File: src/rtl/spi_sector_erase_ctrl_pkg.sv
// ---------------------------------------------------------------------------
// spi_sector_erase_ctrl_pkg
// Shared definitions for the SPI sector-erase controller: flash opcodes,
// the controller state enum, the per-command step enum and small helpers.
// Optional feature macro: SPI_SE_WIP_POLL_EN (adds the POLL state).
// ---------------------------------------------------------------------------
package spi_sector_erase_ctrl_pkg;

  localparam logic [7:0] OP_WREN = 8'h06;
  localparam logic [7:0] OP_SE   = 8'hD8;
  localparam logic [7:0] OP_RDSR = 8'h05;

  typedef enum logic [2:0] {
    ST_IDLE  = 3'd0,
    ST_WREN  = 3'd1,
    ST_DESEL = 3'd2,
    ST_SE    = 3'd3,
    ST_DONE  = 3'd4
`ifdef SPI_SE_WIP_POLL_EN
    ,
    ST_POLL  = 3'd5
`endif
  } state_e;

  // Every command runs SETUP (cs low, sclk idle), SHIFT (bytes), HOLD (cs low, sclk idle).
  typedef enum logic [1:0] {
    STEP_SETUP = 2'd0,
    STEP_SHIFT = 2'd1,
    STEP_HOLD  = 2'd2
  } step_e;

  // States in which chip select is held low.
  function automatic logic is_cmd_state(input state_e s);
    logic r;
    case (s)
      ST_WREN: r = 1'b1;
      ST_SE:   r = 1'b1;
`ifdef SPI_SE_WIP_POLL_EN
      ST_POLL: r = 1'b1;
`endif
      default: r = 1'b0;
    endcase
    return r;
  endfunction

  // Byte idx of the 4-byte sector-erase frame: opcode then address MSB first.
  function automatic logic [7:0] se_frame_byte(input logic [1:0] idx, input logic [23:0] addr);
    logic [7:0] b;
    case (idx)
      2'd0:    b = OP_SE;
      2'd1:    b = addr[23:16];
      2'd2:    b = addr[15:8];
      2'd3:    b = addr[7:0];
      default: b = 8'h00;
    endcase
    return b;
  endfunction

endpackage

File: src/rtl/spi_sector_erase_ctrl_shifter.sv
// ---------------------------------------------------------------------------
// spi_byte_shifter
// Mode-0 SPI byte engine: 4 sys_clk per bit, 8 bits MSB first.
//   phase 0: mosi updates, sclk low; phase 1: sclk low; phases 2-3: sclk high.
// Handshake: i_start loads i_data when idle, or in the o_done cycle so that
// bytes chain back to back without a gap. o_done is high during the final
// phase 3 of a byte.
// Ports: i_clk, i_rst_n (async active low), i_start, i_data[7:0],
//        o_done, o_sclk, o_mosi; with SPI_SE_WIP_POLL_EN also i_miso and
//        o_rx[7:0] (miso sampled while sclk is high, at the end of phase 2).
// ---------------------------------------------------------------------------
module spi_byte_shifter (
  input  logic       i_clk,
  input  logic       i_rst_n,
  input  logic       i_start,
  input  logic [7:0] i_data,
`ifdef SPI_SE_WIP_POLL_EN
  input  logic       i_miso,
  output logic [7:0] o_rx,
`endif
  output logic       o_done,
  output logic       o_sclk,
  output logic       o_mosi
);

  logic       r_busy;
  logic [1:0] r_phase;
  logic [2:0] r_bit;
  logic [6:0] r_sh;      // bits still to send after the one on mosi
  logic       r_sclk;
  logic       r_mosi;
  logic       w_last;
  logic       w_load;

  assign w_last = r_busy && (r_phase == 2'd3) && (r_bit == 3'd7);
  assign w_load = i_start && (!r_busy || w_last);

  // Bit timing, shift-out and registered sclk/mosi.
  always_ff @(posedge i_clk or negedge i_rst_n) begin
    if (!i_rst_n) begin
      r_busy  <= 1'b0;
      r_phase <= 2'd0;
      r_bit   <= 3'd0;
      r_sh    <= 7'd0;
      r_sclk  <= 1'b0;
      r_mosi  <= 1'b0;
    end else if (w_load) begin
      r_busy  <= 1'b1;
      r_phase <= 2'd0;
      r_bit   <= 3'd0;
      r_sh    <= i_data[6:0];
      r_sclk  <= 1'b0;
      r_mosi  <= i_data[7];
    end else if (r_busy) begin
      if (r_phase == 2'd3) begin
        r_phase <= 2'd0;
        r_sclk  <= 1'b0;
        if (r_bit == 3'd7) begin
          r_busy <= 1'b0;
          r_mosi <= 1'b0;
        end else begin
          r_bit  <= r_bit + 3'd1;
          r_sh   <= {r_sh[5:0], 1'b0};
          r_mosi <= r_sh[6];
        end
      end else begin
        r_phase <= r_phase + 2'd1;
        // entering phase 2 or 3 -> sclk high
        r_sclk  <= (r_phase != 2'd0);
      end
    end else begin
      r_sclk <= 1'b0;
      r_mosi <= 1'b0;
    end
  end

`ifdef SPI_SE_WIP_POLL_EN
  logic [7:0] r_rx;

  // Shift-in of miso while sclk is high.
  always_ff @(posedge i_clk or negedge i_rst_n) begin
    if (!i_rst_n) begin
      r_rx <= 8'h00;
    end else if (r_busy && (r_phase == 2'd2)) begin
      r_rx <= {r_rx[6:0], i_miso};
    end else begin
      r_rx <= r_rx;
    end
  end

  assign o_rx = r_rx;
`endif

  assign o_done = w_last;
  assign o_sclk = r_sclk;
  assign o_mosi = r_mosi;

endmodule

File: src/rtl/spi_sector_erase_ctrl.sv
// ---------------------------------------------------------------------------
// spi_sector_erase_ctrl
// After reset release, waits START_DLY cycles, sends WREN (06), deselects for
// DESEL_CYC cycles, sends SE (D8 + 24-bit SECTOR_ADDR) and parks in DONE.
// The erase is issued once per reset; reset mid-command raises cs at once.
// Optional macro SPI_SE_WIP_POLL_EN: after SE deselect, RDSR (05) is sent
// and status bytes are clocked under one cs window until WIP (bit0) is 0.
// Ports: sys_clk (50 MHz), sys_rst_n (async active low), spi_miso (status,
//        poll build only), spi_sclk (mode 0), spi_cs (active low), spi_mosi.
// ---------------------------------------------------------------------------
module spi_sector_erase_ctrl
  import spi_sector_erase_ctrl_pkg::*;
#(
  parameter logic [23:0] SECTOR_ADDR = 24'h00_0000,
  parameter int          START_DLY   = 100,
  parameter int          DESEL_CYC   = 5
) (
  input  logic sys_clk,
  input  logic sys_rst_n,
  input  logic spi_miso,
  output logic spi_sclk,
  output logic spi_cs,
  output logic spi_mosi
);

  localparam int CNT_MAX = (START_DLY > DESEL_CYC) ? START_DLY : DESEL_CYC;
  localparam int CNT_W   = $clog2(CNT_MAX + 1);
  localparam logic [CNT_W-1:0] START_LAST = CNT_W'(START_DLY - 1);
  localparam logic [CNT_W-1:0] DESEL_LAST = CNT_W'(DESEL_CYC - 1);
  localparam logic [CNT_W-1:0] CNT_ONE    = CNT_W'(1);

  state_e           r_state;
  step_e            r_step;
  logic [1:0]       r_byte;
  logic [CNT_W-1:0] r_cnt;
  logic             r_cs;

  state_e           w_state_nxt;
  step_e            w_step_nxt;
  logic [1:0]       w_byte_nxt;
  logic [1:0]       w_byte_inc;
  logic             w_more;
  state_e           w_exit;
  logic             w_start;
  logic [7:0]       w_tx;
  logic             w_cs_d;
  logic             w_done;
  logic             w_sclk;
  logic             w_mosi;

`ifdef SPI_SE_WIP_POLL_EN
  logic [7:0]       w_rx;
  logic             r_se_sent;
`else
  logic             w_unused_miso;
  assign w_unused_miso = spi_miso;
`endif

  // State, step, byte index, delay counter and registered chip select.
  always_ff @(posedge sys_clk or negedge sys_rst_n) begin
    if (!sys_rst_n) begin
      r_state <= ST_IDLE;
      r_step  <= STEP_SETUP;
      r_byte  <= 2'd0;
      r_cnt   <= '0;
      r_cs    <= 1'b1;
    end else begin
      r_state <= w_state_nxt;
      r_step  <= w_step_nxt;
      r_byte  <= w_byte_nxt;
      r_cnt   <= (w_state_nxt != r_state) ? '0 : r_cnt + CNT_ONE;
      r_cs    <= w_cs_d;
    end
  end

`ifdef SPI_SE_WIP_POLL_EN
  // Remembers that SE went out, so the following deselect leads to POLL.
  always_ff @(posedge sys_clk or negedge sys_rst_n) begin
    if (!sys_rst_n) begin
      r_se_sent <= 1'b0;
    end else if ((r_state == ST_SE) && (w_state_nxt == ST_DESEL)) begin
      r_se_sent <= 1'b1;
    end else begin
      r_se_sent <= r_se_sent;
    end
  end
`endif

  // Per-command decode: does another byte follow, and where to go after HOLD.
  always_comb begin
    w_more     = 1'b0;
    w_exit     = ST_DONE;
    w_byte_inc = r_byte + 2'd1;
    case (r_state)
      ST_WREN: begin
        w_exit = ST_DESEL;
      end
      ST_SE: begin
        w_more = (r_byte != 2'd3);
`ifdef SPI_SE_WIP_POLL_EN
        w_exit = ST_DESEL;
`else
        w_exit = ST_DONE;
`endif
      end
`ifdef SPI_SE_WIP_POLL_EN
      ST_POLL: begin
        // byte 0 is the opcode; afterwards keep reading while WIP is set
        w_more     = (r_byte == 2'd0) || w_rx[0];
        w_exit     = ST_DONE;
        w_byte_inc = 2'd1;
      end
`endif
      default: begin
        w_more = 1'b0;
        w_exit = ST_DONE;
      end
    endcase
  end

  // Next-state logic.
  always_comb begin
    w_state_nxt = r_state;
    w_step_nxt  = r_step;
    w_byte_nxt  = r_byte;
    case (r_state)
      ST_IDLE: begin
        if (r_cnt == START_LAST) begin
          w_state_nxt = ST_WREN;
          w_step_nxt  = STEP_SETUP;
          w_byte_nxt  = 2'd0;
        end else begin
          w_state_nxt = ST_IDLE;
        end
      end
      ST_DESEL: begin
        if (r_cnt == DESEL_LAST) begin
`ifdef SPI_SE_WIP_POLL_EN
          w_state_nxt = r_se_sent ? ST_POLL : ST_SE;
`else
          w_state_nxt = ST_SE;
`endif
          w_step_nxt  = STEP_SETUP;
          w_byte_nxt  = 2'd0;
        end else begin
          w_state_nxt = ST_DESEL;
        end
      end
      ST_DONE: begin
        w_state_nxt = ST_DONE;
      end
      default: begin
        if (is_cmd_state(r_state)) begin
          case (r_step)
            STEP_SETUP: w_step_nxt = STEP_SHIFT;
            STEP_SHIFT: begin
              if (w_done && w_more) begin
                w_byte_nxt = w_byte_inc;
              end else if (w_done) begin
                w_step_nxt = STEP_HOLD;
              end else begin
                w_step_nxt = STEP_SHIFT;
              end
            end
            STEP_HOLD: begin
              w_state_nxt = w_exit;
              w_step_nxt  = STEP_SETUP;
              w_byte_nxt  = 2'd0;
            end
            default: w_step_nxt = STEP_SETUP;
          endcase
        end else begin
          w_state_nxt = ST_IDLE;
        end
      end
    endcase
  end

  // Output decode: shifter start/data and next chip-select level.
  always_comb begin
    w_start = 1'b0;
    w_tx    = 8'h00;
    if (is_cmd_state(r_state)) begin
      w_start = (r_step == STEP_SETUP) || ((r_step == STEP_SHIFT) && w_done && w_more);
    end else begin
      w_start = 1'b0;
    end
    case (r_state)
      ST_WREN: w_tx = OP_WREN;
      // w_byte_nxt is the index of the byte being loaded this cycle
      ST_SE:   w_tx = se_frame_byte(w_byte_nxt, SECTOR_ADDR);
`ifdef SPI_SE_WIP_POLL_EN
      ST_POLL: w_tx = (w_byte_nxt == 2'd0) ? OP_RDSR : 8'h00;
`endif
      default: w_tx = 8'h00;
    endcase
    w_cs_d = !is_cmd_state(w_state_nxt);
  end

  spi_byte_shifter u_shifter (
    .i_clk   (sys_clk),
    .i_rst_n (sys_rst_n),
    .i_start (w_start),
    .i_data  (w_tx),
`ifdef SPI_SE_WIP_POLL_EN
    .i_miso  (spi_miso),
    .o_rx    (w_rx),
`endif
    .o_done  (w_done),
    .o_sclk  (w_sclk),
    .o_mosi  (w_mosi)
  );

  assign spi_sclk = w_sclk;
  assign spi_mosi = w_mosi;
  assign spi_cs   = r_cs;

endmodule

File: config.mk
export PLATFORM = sky130hd
export DESIGN_NAME = spi_sector_erase_ctrl
export DESIGN_NICKNAME = d
export VERILOG_FILES = /design/src/rtl/spi_sector_erase_ctrl_pkg.sv /design/src/rtl/spi_sector_erase_ctrl_shifter.sv /design/src/rtl/spi_sector_erase_ctrl.sv
export SDC_FILE = /design/constraint.sdc
export NUM_CORES = 1
export LEC_CHECK = 0
export ABC_CLOCK_PERIOD_IN_PS = 4650
export CORE_ASPECT_RATIO = 1.5
export CORE_UTILIZATION = 55
export CTS_CLUSTER_SIZE = 25
export DETAILED_ROUTE_END_ITERATION = 10
export GPL_TIMING_DRIVEN = 1
export HOLD_SLACK_MARGIN = 0.06
export PLACE_DENSITY = 0.81
export SYNTH_ARGS = -nofsm -noshare
export SYNTH_HDL_FRONTEND = slang
export SYNTH_SLANG_ARGS = --single-unit
export TNS_END_PERCENT = 100
File: constraint.sdc
create_clock -name sys_clk -period 4.65 [get_ports sys_clk]
set_clock_uncertainty 0.15 [all_clocks]
set_input_delay 1.1625 -clock sys_clk [delete_from_list [all_inputs] [get_ports sys_clk]]
set_output_delay 1.1625 -clock sys_clk [all_outputs]
set_load 0.02 [all_outputs]
## Word level (Yosys, flattened, before mapping)

Index checks and enable logic that the tools add are counted.

| word-level totals | value |
|---|---|
| flip-flop bits (word level) | 30 |
| input port bits | 3 |
| output and inout bits | 3 |
| logic and storage cells | 110 |

| cells by class | value |
|---|---|
| add/subtract/negate cells | 4 |
| equal/unequal tests | 22 |
| muxes and demuxes | 49 |
| bitwise logic cells | 1 |
| reductions and logical operators | 23 |

Operators with widths:

| cell | count |
|---|---|
| 7-bit two-way mux | 5 |
| 8-bit one-hot mux with 2 select lines | 2 |
| 2-bit two-way mux | 12 |
| 3-bit two-way mux | 7 |
| 1-bit two-way mux | 18 |
| 2-bit one-hot mux with 3 select lines | 2 |
| 3-bit by 2-bit == test with 1-bit output (second input constant) | 3 |
| 3-bit one-hot mux with 3 select lines | 1 |
| 2-bit == test (second input constant) | 4 |
| 2-bit one-hot mux with 2 select lines | 2 |
| 7-bit by 1-bit adder with 7-bit output (second input constant) | 1 |
| 7-bit by 3-bit == test with 1-bit output (second input constant) | 1 |
| 7-bit == test (second input constant) | 1 |
| 3-bit by 1-bit == test with 1-bit output (second input constant) | 2 |
| 3-bit == test (second input constant) | 2 |
| 1-bit logical AND | 6 |
| 2-bit inequality test (second input constant) | 3 |
| 2-bit nonzero test | 3 |
| 3-bit OR reduction | 2 |
| 5-bit AND reduction | 1 |
| 2-bit by 1-bit adder with 2-bit output (second input constant) | 2 |
| 2-bit by 1-bit == test with 1-bit output (second input constant) | 2 |
| 2-bit zero test | 2 |
| 4-bit by 2-bit inequality test with 1-bit output (second input constant) | 1 |
| other kinds (11) | 14 |

## Logic depth before layout (Yosys ltp)

Gate-level depths: netlist of the first run.

| depth | value |
|---|---|
| depth after elaboration | 13 |
| mapped depth | 7 |
| mapped depth without buffers | 6 |

## Modules after synthesis

Synthesis of the first run repeated with hierarchy kept, for this count alone.

| second synthesis, totals | value |
|---|---|
| cell total of the unflattened synthesis | 170 |
| area, all modules | 1726.7 um^2 |

Modules (own cells, without submodules):

| module | instances | cells an instance | area an instance (um^2) | sequential area each (um^2) |
|---|---|---|---|---|
| spi_sector_erase_ctrl | 1 | 95 | 902.1 | 376.6 |
| spi_byte_shifter | 1 | 75 | 824.5 | 375.4 |

## Worst setup path before layout of the first run

OpenSTA, ideal clock, no wires.

| timing path | value |
|---|---|
| path type | register to register |
| from | reg r_state[2] |
| to | reg r_step[0] |
| library setup time | 128 ps |
| arrival | 1955 ps |
| data required time | 4372 ps |
| slack | 2418 ps |
| cell stages (with the launch flop) | 6 |
| buffers on the path | 1 |
| period minus slack after synthesis | 2232 ps |
| cells stage by stage | dfrtp_1 -> buf_6 -> or4_4 -> o21a_1 -> a2111oi_4 -> mux2_1 |

| on the way | value |
|---|---|
| longest elaborated chain between the ends | 6 |
| elaborated cells between the ends (all ways) | 17 |
| those cells by class | eq/ne (7); mux (4); bitwise (1); reduce/logical (5) |

Ends and longest elaborated chain:

| element | line | source |
|---|---|---|
| start, declared | spi_sector_erase_ctrl.sv:32 | `state_e r_state;` |
| start signal, assigned | spi_sector_erase_ctrl.sv:68 | `r_state <= w_state_nxt;` |
| 3-bit by 2-bit == test with 1-bit output or 3-bit by 1-bit == test with 1-bit output (tied branches) | spi_sector_erase_ctrl_pkg.sv:35, spi_sector_erase_ctrl.sv:94 |  |
| 2-bit OR reduction (no source line) | n/a |  |
| 1-bit two-way mux | spi_sector_erase_ctrl_pkg.sv:35 | `case (s)` |
| 1-bit two-way mux | spi_sector_erase_ctrl.sv:126 | `case (r_state)` |
| 3-bit nonzero test (no source line) | n/a |  |
| 5-bit AND reduction (no source line) | n/a |  |
| end signal, assigned | spi_sector_erase_ctrl.sv:69 | `r_step <= w_step_nxt;` |
| end, declared | spi_sector_erase_ctrl.sv:33 | `step_e r_step;` |

Parallel ways exist; a longest one is shown, timed or not. The select of a mux whose other input is x is not followed.
A chain may end at the register's enable or synchronous reset.

## Final worst setup path of the first run

| timing path | value |
|---|---|
| from | reg r_cs, in the netlist spi_cs |
| to | out spi_cs |

RTL lines:

| element | line | source |
|---|---|---|
| start, declared | spi_sector_erase_ctrl.sv:36 | `logic r_cs;` |
| start signal, assigned | spi_sector_erase_ctrl.sv:72 | `r_cs <= w_cs_d;` |
| end, declared | spi_sector_erase_ctrl.sv:22 | `output logic spi_cs,` |

No word-level cell between the ends.

==> results of run 1 <==
[final cells by class]
type	instances	area share
tap	37	0.0263
timing repair buffer	5	0.0270
multi-input combinational	113	0.458
inverter	14	0.0299
sequential	29	0.413
clock buffer	8	0.0455
[power breakdown]
part	internal, mW	switching (mW)
sequential	0.253	0
clock	0.106	0.0893
combinational	0.00129	0.00473
total	0.360	0.0940
[flip-flops by register name, indices dropped and copies added (netlist names)]
signal / count
r_byte: 2
r_cnt: 7
u_shifter.r_bit: 3
r_state: 3
u_shifter.o_sclk: 1
u_shifter.r_sh: 6
u_shifter.r_busy: 1
r_step: 2
spi_cs: 1
u_shifter.o_mosi: 1
u_shifter.r_phase: 2
[metal layers]
metal | vias up | GRT usage | share of wire | wire length [um]
li1 | 596 | - | - | -
met1 | 595 | 0.248 | 0.37 | 1140
met2 | 19 | 0.406 | 0.57 | 1750
met3 | 9 | 0.0712 | 0.035 | 108
met4 | 0 | 0.107 | 0.022 | 69
met5 | - | 0 | 0 | 0
[worst min path at each step]
stage / startpoint / to / slack, ps / cells after the start
5_1_grt: r_cnt[0] / r_cnt[0] / 350 / 1
6_report: r_cnt[0] / r_cnt[0] / 340 / 1
3_3_place_gp: u_shifter.r_sh[1] / u_shifter.r_sh[1] / 310 / 1
4_1_cts: r_cnt[0] / r_cnt[0] / 340 / 1
2_1_floorplan: r_cnt[0] / r_cnt[0] / 300 / 1
3_5_place_dp: r_cnt[0] / r_cnt[0] / 330 / 1
[placed cells by master, fill, tap and decap left out, types with 5 or more instances in the layout]
cell                       instances
sky130_fd_sc_hd__inv_1            14
sky130_fd_sc_hd__ha_1              9
sky130_fd_sc_hd__nand2_1           5
sky130_fd_sc_hd__dfrtp_1          28
sky130_fd_sc_hd__nor2_1            8
sky130_fd_sc_hd__nand2b_1          5
sky130_fd_sc_hd__a21oi_1           9
sky130_fd_sc_hd__nand3_1           8
sky130_fd_sc_hd__o21ai_0          12
sky130_fd_sc_hd__clkbuf_8          5
[cells by family (layout without fill, tap and decap cells)]
family	Yosys count	after routing	share of synthesized area
DFF	29	29	0.449
adders and majority gates	9	9	0.0696
AOI/OAI and AO/OA	50	50	0.216
and+or+nand+nor	44	44	0.153
xor gates and xnor gates	6	6	0.0325
buffers and inverters	21	27	0.0533
muxes	4	4	0.0270
[through the flow]
| stage | hold WS [ps] | setup WS [ps] |
|---|---|---|
| detailed placement | 326 | 2250 |
| CTS | 335 | 1950 |
| finish | 337 | 1950 |
| floorplan | 298 | 2420 |
| global placement | 310 | 2250 |
| global route | 350 | 1920 |
==> parameters.txt, run 1 <==
Parameter                              Value

Run status
  Run status ... finished, final reports clean

Placement
  Total half-perimeter wirelength after legalization and detailed placement ... 2.25 mm
  Total placed cells including tap cells ... 198
  Final estimated routing congestion in global placement ... 0.821
  Port bufs ... 4
  Post-place instance area ... 1680 sq um

Cells and area
  Utilization after layout ... 0.643
  Ant. Diodes ... 0
  Post-route insts no fill ... 206
  Fillcell total ... 219
  Post-route standard cell area excluding fillers ... 1760 sq um
  P&R area growth vs syn ... 8.66%
  Area taken by flip-flops and latches ... 727 sq um
  Fraction of layout instances using a drive strength above 1 ... 0.0651
  Nets ... 180
  Combined area of the multi-input logic cells ... 806 sq um

Timing
  Worst slew slack as a fraction of its limit ... 0.657
  Actual slew at the worst max-slew pin ... 509 ps
  Slew Viols, Final ... 0
  Hold violation total from the final report ... 0
  RSZ-0062 raised after global routing ... no
  Setup Viol. Count Final ... 0
  Crit path time final ... 2700 ps
  Highest clock rate ... 371 MHz
  Setup_tns ... 0 ps
  Share of the clock period used by the worst path after layout ... 0.580

Clock tree
  Maximum root-to-sink buffer count ... 2
  TritonCTS clock tree ... built
  Quantity of hold-fixing buffers added after cts ... 0
  Clock latency on the worst-skew pair ... 290 ps
  Number of levels the H-tree was split into ... 2
  Post-CTS setup buffer count ... 0
  Reg clk slew, reported paths ... 50 ps
  Clock sink count ... 29
  Library cell used as clock root buffer ... sky130_fd_sc_hd__clkbuf_8
  Number of buffers inserted during clock tree synthesis ... 5
  Post_cts resized ... 0

Setup path
  R2r startpoint ... r_state[2]
  Total stage count of the critical path ... 1
  Kind of end point of the critical path ... output pin
  End point of the critical path ... spi_cs
  Crit path cell chain ... clkdlybuf4s50_1
  Crit-path max FO ... 1
  Flop2flop setup slack ... 2280 ps
  Worst path max stage delay ... 590 ps
  Worst setup startpoint ... spi_cs
  Critical path data arrival time ... 1380 ps
  Startpoint type of the worst setup path ... flop
  Worst setup path category ... flop to output pin
  Worst reg2reg path endpoint ... r_step[0]
  Largest delay share family, worst path ... buffers and inverters
  Total buffers and inverters traversed by the critical path ... 1
  Required time of the critical path ... 3340 ps
  Slowest stage cell on the critical path ... sky130_fd_sc_hd__clkdlybuf4s50_1
  Reg2reg path depth ... 4

GRT
  First-pass GRT wire length ... 5.15 mm
  Total track usage ... 0.234
  Initial antenna violation count ... 0
  Via count of the first global-routing pass ... 1198
  Total congestion overflow ... 0
  Largest net degree at the start of global routing ... 30

Detailed routing
  DRC ... 0
  Iteration count of the initial detailed-routing pass ... 4
  Via-per-instance ratio ... 5.92
  Number of design-rule violations left by the first detailed-router iteration ... 33
  Routed via count ... 1219
  Total length of routed wires ... 3.07 mm
  Post-route antenna net violation count ... 0
  Average wire per standard cell ... 14.9 um

Floorplanning
  Die W ... 46.3 um
  Ports placed on the boundary ... 6
  Effective utilization at floorplan ... 0.592
  Floorplan die area ... 3170 sq um
  Standard-cell rows ... 23
  Floorplan die height ... 68.5 um
  Core area ... 2730 sq um

Synthesis
  Post-synthesis sequential area ratio ... 0.449
  Top cells by count, synth ... sky130_fd_sc_hd__dfrtp_1 (28), sky130_fd_sc_hd__inv_1 (14), sky130_fd_sc_hd__o21ai_0 (12)
  Synthesis-stage register bit count ... 29
  Library cell occupying the most area in the post-synthesis netlist ... sky130_fd_sc_hd__dfrtp_1
  Unique cell type count in the Yosys netlist ... 43
  Proportion of register bits with asynchronous set or reset after synthesis ... 1.00
  Number of nets in the synthesized netlist ... 175
  Most area-consuming cells after synthesis ... sky130_fd_sc_hd__dfrtp_1 (43%), sky130_fd_sc_hd__ha_1 (7.0%), sky130_fd_sc_hd__o21ai_0 (3.7%), sky130_fd_sc_hd__inv_1 (3.2%), sky130_fd_sc_hd__a21oi_1 (2.8%)
  Share of the synthesized area in the top cell type ... 0.433
  Cell count after synthesis ... 163
  Most instantiated flip-flop cell in the synthesis netlist ... sky130_fd_sc_hd__dfrtp_1
  Mapped Avg Cell Area ... 9.93 sq um
  Number of flops mapped to enable cells by yosys ... 0
  Warnings from Yosys ... 0
  Netlist Area Pre-Place ... 1620 sq um
  Most repeated cell in the gate-level netlist after synthesis ... sky130_fd_sc_hd__dfrtp_1

Pwr
  Pwr dens ... 258 nW/um^2
  Power consumption ... 0.454 mW
  Total leakage power ... 0.780 nW
  Peak supply drop ... 0.000174 V

Run
  Max-cap viol count ... 0

Min path
  Class of the worst hold path ... flop to flop
No activity file was read; power rests on OpenSTA's default activity.
==> run 2: changes to the inputs <==
--- a/config.mk
+++ b/config.mk
@@ -5,7 +5,7 @@
 export SDC_FILE = /design/constraint.sdc
 export NUM_CORES = 1
 export LEC_CHECK = 0
-export ABC_CLOCK_PERIOD_IN_PS = 4650
+export ABC_CLOCK_PERIOD_IN_PS = 2500
 export CORE_ASPECT_RATIO = 1.5
 export CORE_UTILIZATION = 55
 export CTS_CLUSTER_SIZE = 25
==> constraint.sdc (replaced) <==
create_clock -name sys_clk -period 2.5 [get_ports sys_clk]
set_clock_uncertainty 0.15 [all_clocks]
set_input_delay 0.625 -clock sys_clk [delete_from_list [all_inputs] [get_ports sys_clk]]
set_output_delay 0.625 -clock sys_clk [all_outputs]
set_load 0.02 [all_outputs]
==> parameters.txt, run 2 (synthesis results as in run 1) <==
Parameter                              Value

Floorplanning
  Floorplan die height ... 68.5 um (unchanged)
  Floorplan die area ... 3170 sq um (unchanged)
  Effective utilization at floorplan ... 0.592 (unchanged)
  Standard-cell rows ... 23 (unchanged)
  Die W ... 46.3 um (unchanged)
  Ports placed on the boundary ... 6 (unchanged)
  Core area ... 2730 sq um (unchanged)

GRT
  Global-route layer with the greatest usage ... met2
  Initial antenna violation count ... 0 (unchanged)
  Global-route track usage on met2 ... 0.429 (+0.0226)
  Total congestion overflow ... 0 (unchanged)
  Total track usage ... 0.234 (about the same)
  Routing usage on met1 ... 0.225 (-0.0235)
  Routing usage on met3 ... 0.0792 (+0.00792)
  Largest net degree at the start of global routing ... 30 (unchanged)
  First-pass GRT wire length ... 5.15 mm (unchanged)
  Via count of the first global-routing pass ... 1212 (+1.2%)

Cells and area
  Fillcell total ... 239 (+9.1%)
  Commonest non-fill, non-tap cell in the layout ... sky130_fd_sc_hd__dfrtp_1
  Largest registers ... r_cnt (7), u_shifter.r_sh (6)
  P&R area growth vs syn ... 10.5%
  Utilization after layout ... 0.654 (+0.0110)
  Nets ... 184 (+2.2%)
  Fraction of layout instances using a drive strength above 1 ... 0.0867 (+0.0216)
  Ant. Diodes ... 0 (unchanged)
  Reg with most FFs ... r_cnt
  Flip-flop count of the largest register, all copies and words added ... 7 (unchanged)
  Post-route standard cell area excluding fillers ... 1790 sq um (+1.7%)
  Most frequent cells in the layout ... sky130_fd_sc_hd__dfrtp_1 (28), sky130_fd_sc_hd__inv_1 (14), sky130_fd_sc_hd__o21ai_0 (12)

Timing
  Hold violation total from the final report ... 0 (unchanged)
  Setup Viol. Count Final ... 0 (unchanged)
  RSZ-0062 raised after global routing ... no
  Highest clock rate ... 443 MHz
  Slew Viols, Final ... 0 (unchanged)
  Worst hold slack across all endpoints ... 334 ps (-3.24 ps)
  Setup_tns ... 0 ps (unchanged)
  Worst slew slack as a fraction of its limit ... 0.670 (+0.0130)
  Crit path time final ... 2260 ps
  Share of the clock period used by the worst path after layout ... 0.902
  Smallest setup slack after layout ... 244 ps (-1710 ps)
  Actual slew at the worst max-slew pin ... 489 ps (-19.3 ps)

Clock tree
  Post-CTS setup buffer count ... 0 (unchanged)
  Reg clk slew, reported paths ... 60 ps (about the same)
  TritonCTS clock tree ... built
  Maximum root-to-sink buffer count ... 2 (unchanged)
  Clock latency on the worst-skew pair ... 280 ps (about the same)
  Clock sink count ... 29 (unchanged)
  Number of buffers inserted during clock tree synthesis ... 5 (unchanged)
  Post_cts resized ... 0 (unchanged)
  Quantity of hold-fixing buffers added after cts ... 0 (unchanged)
  Number of levels the H-tree was split into ... 2 (unchanged)
  Library cell used as clock root buffer ... sky130_fd_sc_hd__clkbuf_8

Setup path
  R2r startpoint ... r_cnt[2]
  Worst setup path category ... flop to flop
  Worst path max stage delay ... 510 ps (-80 ps)
  Kind of end point of the critical path ... flop
  Slowest stage cell on the critical path ... sky130_fd_sc_hd__or4_4
  Critical path data arrival time ... 2260 ps (+880 ps)
  Required time of the critical path ... 2500 ps (-840 ps)
  Crit path cell chain ... or4_4 > o21a_1 > a2111oi_4 > mux2_1
  Worst setup startpoint ... r_cnt[2]
  Startpoint type of the worst setup path ... flop
  Crit-path max FO ... 7 (+6)

Placement
  Post-place instance area ... 1710 sq um (+1.8%)
  Total half-perimeter wirelength after legalization and detailed placement ... 2.30 mm (+2.3%)
  Pre-CTS worst setup slack ... 251 ps (-2000 ps)
  Final estimated routing congestion in global placement ... 0.842 (+2.6%)
  Port bufs ... 4 (unchanged)

Detailed routing
  Number of design-rule violations left by the first detailed-router iteration ... 31 (-6.1%)
  Post-route antenna net violation count ... 0 (unchanged)
  Via-per-instance ratio ... 5.78 (-2.3%)
  Routed via count ... 1214 (-0.41%)
  Iteration count of the initial detailed-routing pass ... 4 (unchanged)
  Average wire per standard cell ... 14.6 um (-2.0%)
  DRC ... 0 (unchanged)
  Total length of routed wires ... 3.07 mm (-0.13%)

Min path
  Hold path startpoint ... u_shifter.r_sh[1]
  Class of the worst hold path ... flop to flop

Run
  Max-cap viol count ... 0 (unchanged)

Pwr
  Pwr dens ... 468 nW/um^2 (+82%)
  Peak supply drop ... 0.000381 V (+120%)
  Total leakage power ... 0.801 nW (+2.8%)

Run status
  Run status ... finished, final reports clean
[run 2: layout make-up]
class	instances	area [sq um]	area share
sequential	29	727	0.406
inverter	14	52.6	0.0294
tap	37	46.3	0.0259
multi-input combinational	113	806	0.450
clock buffer	8	80.1	0.0448
timing repair buffer	9	77.6	0.0434
[run 2: critical path, delay by kind of cell, from the launching register on]
kind             cells  cell delay, ps
multiplexers         1             370
flip-flops           1             450
AND/OR/NAND/NOR      1             510
AO/OA/AOI/OAI        2             650
[run 2: where the power goes]
| group | leakage (nW) | internal, mW | switching [mW] |
|---|---|---|---|
| Combinational | 0.375 | 0.00239 | 0.00918 |
| Sequential | 0.387 | 0.470 | 0 |
| Clock | 0.0395 | 0.197 | 0.160 |
| Total | 0.801 | 0.669 | 0.169 |
[run 2: stage by stage]
stage | cells | total power, mW
5_1_grt | 210 | 0.874
6_report | 210 | 0.838
2_1_floorplan | 163 | 0.478
3_5_place_dp | 202 | 0.490
3_3_place_gp | 202 | 0.489
4_1_cts | 210 | 0.848
[run 2: worst paths after layout]
check,end,slack (ps),cells past startpoint
worst min-delay path,u_shifter.r_sh[1],330,1
min in group asynchronous,u_shifter.r_sh[3],580,2
worst max register to register,r_step[0],240,4
worst min register to register,u_shifter.r_sh[1],330,1
worst max-delay path,r_step[0],240,4
max in group asynchronous,spi_cs,1290,2
[run 2: per-layer routing]
metal	vias to the layer above	wire (um)
li1	601	-
met1	586	1190
met2	19	1730
met3	8	89
met4	0	66
met5	-	0
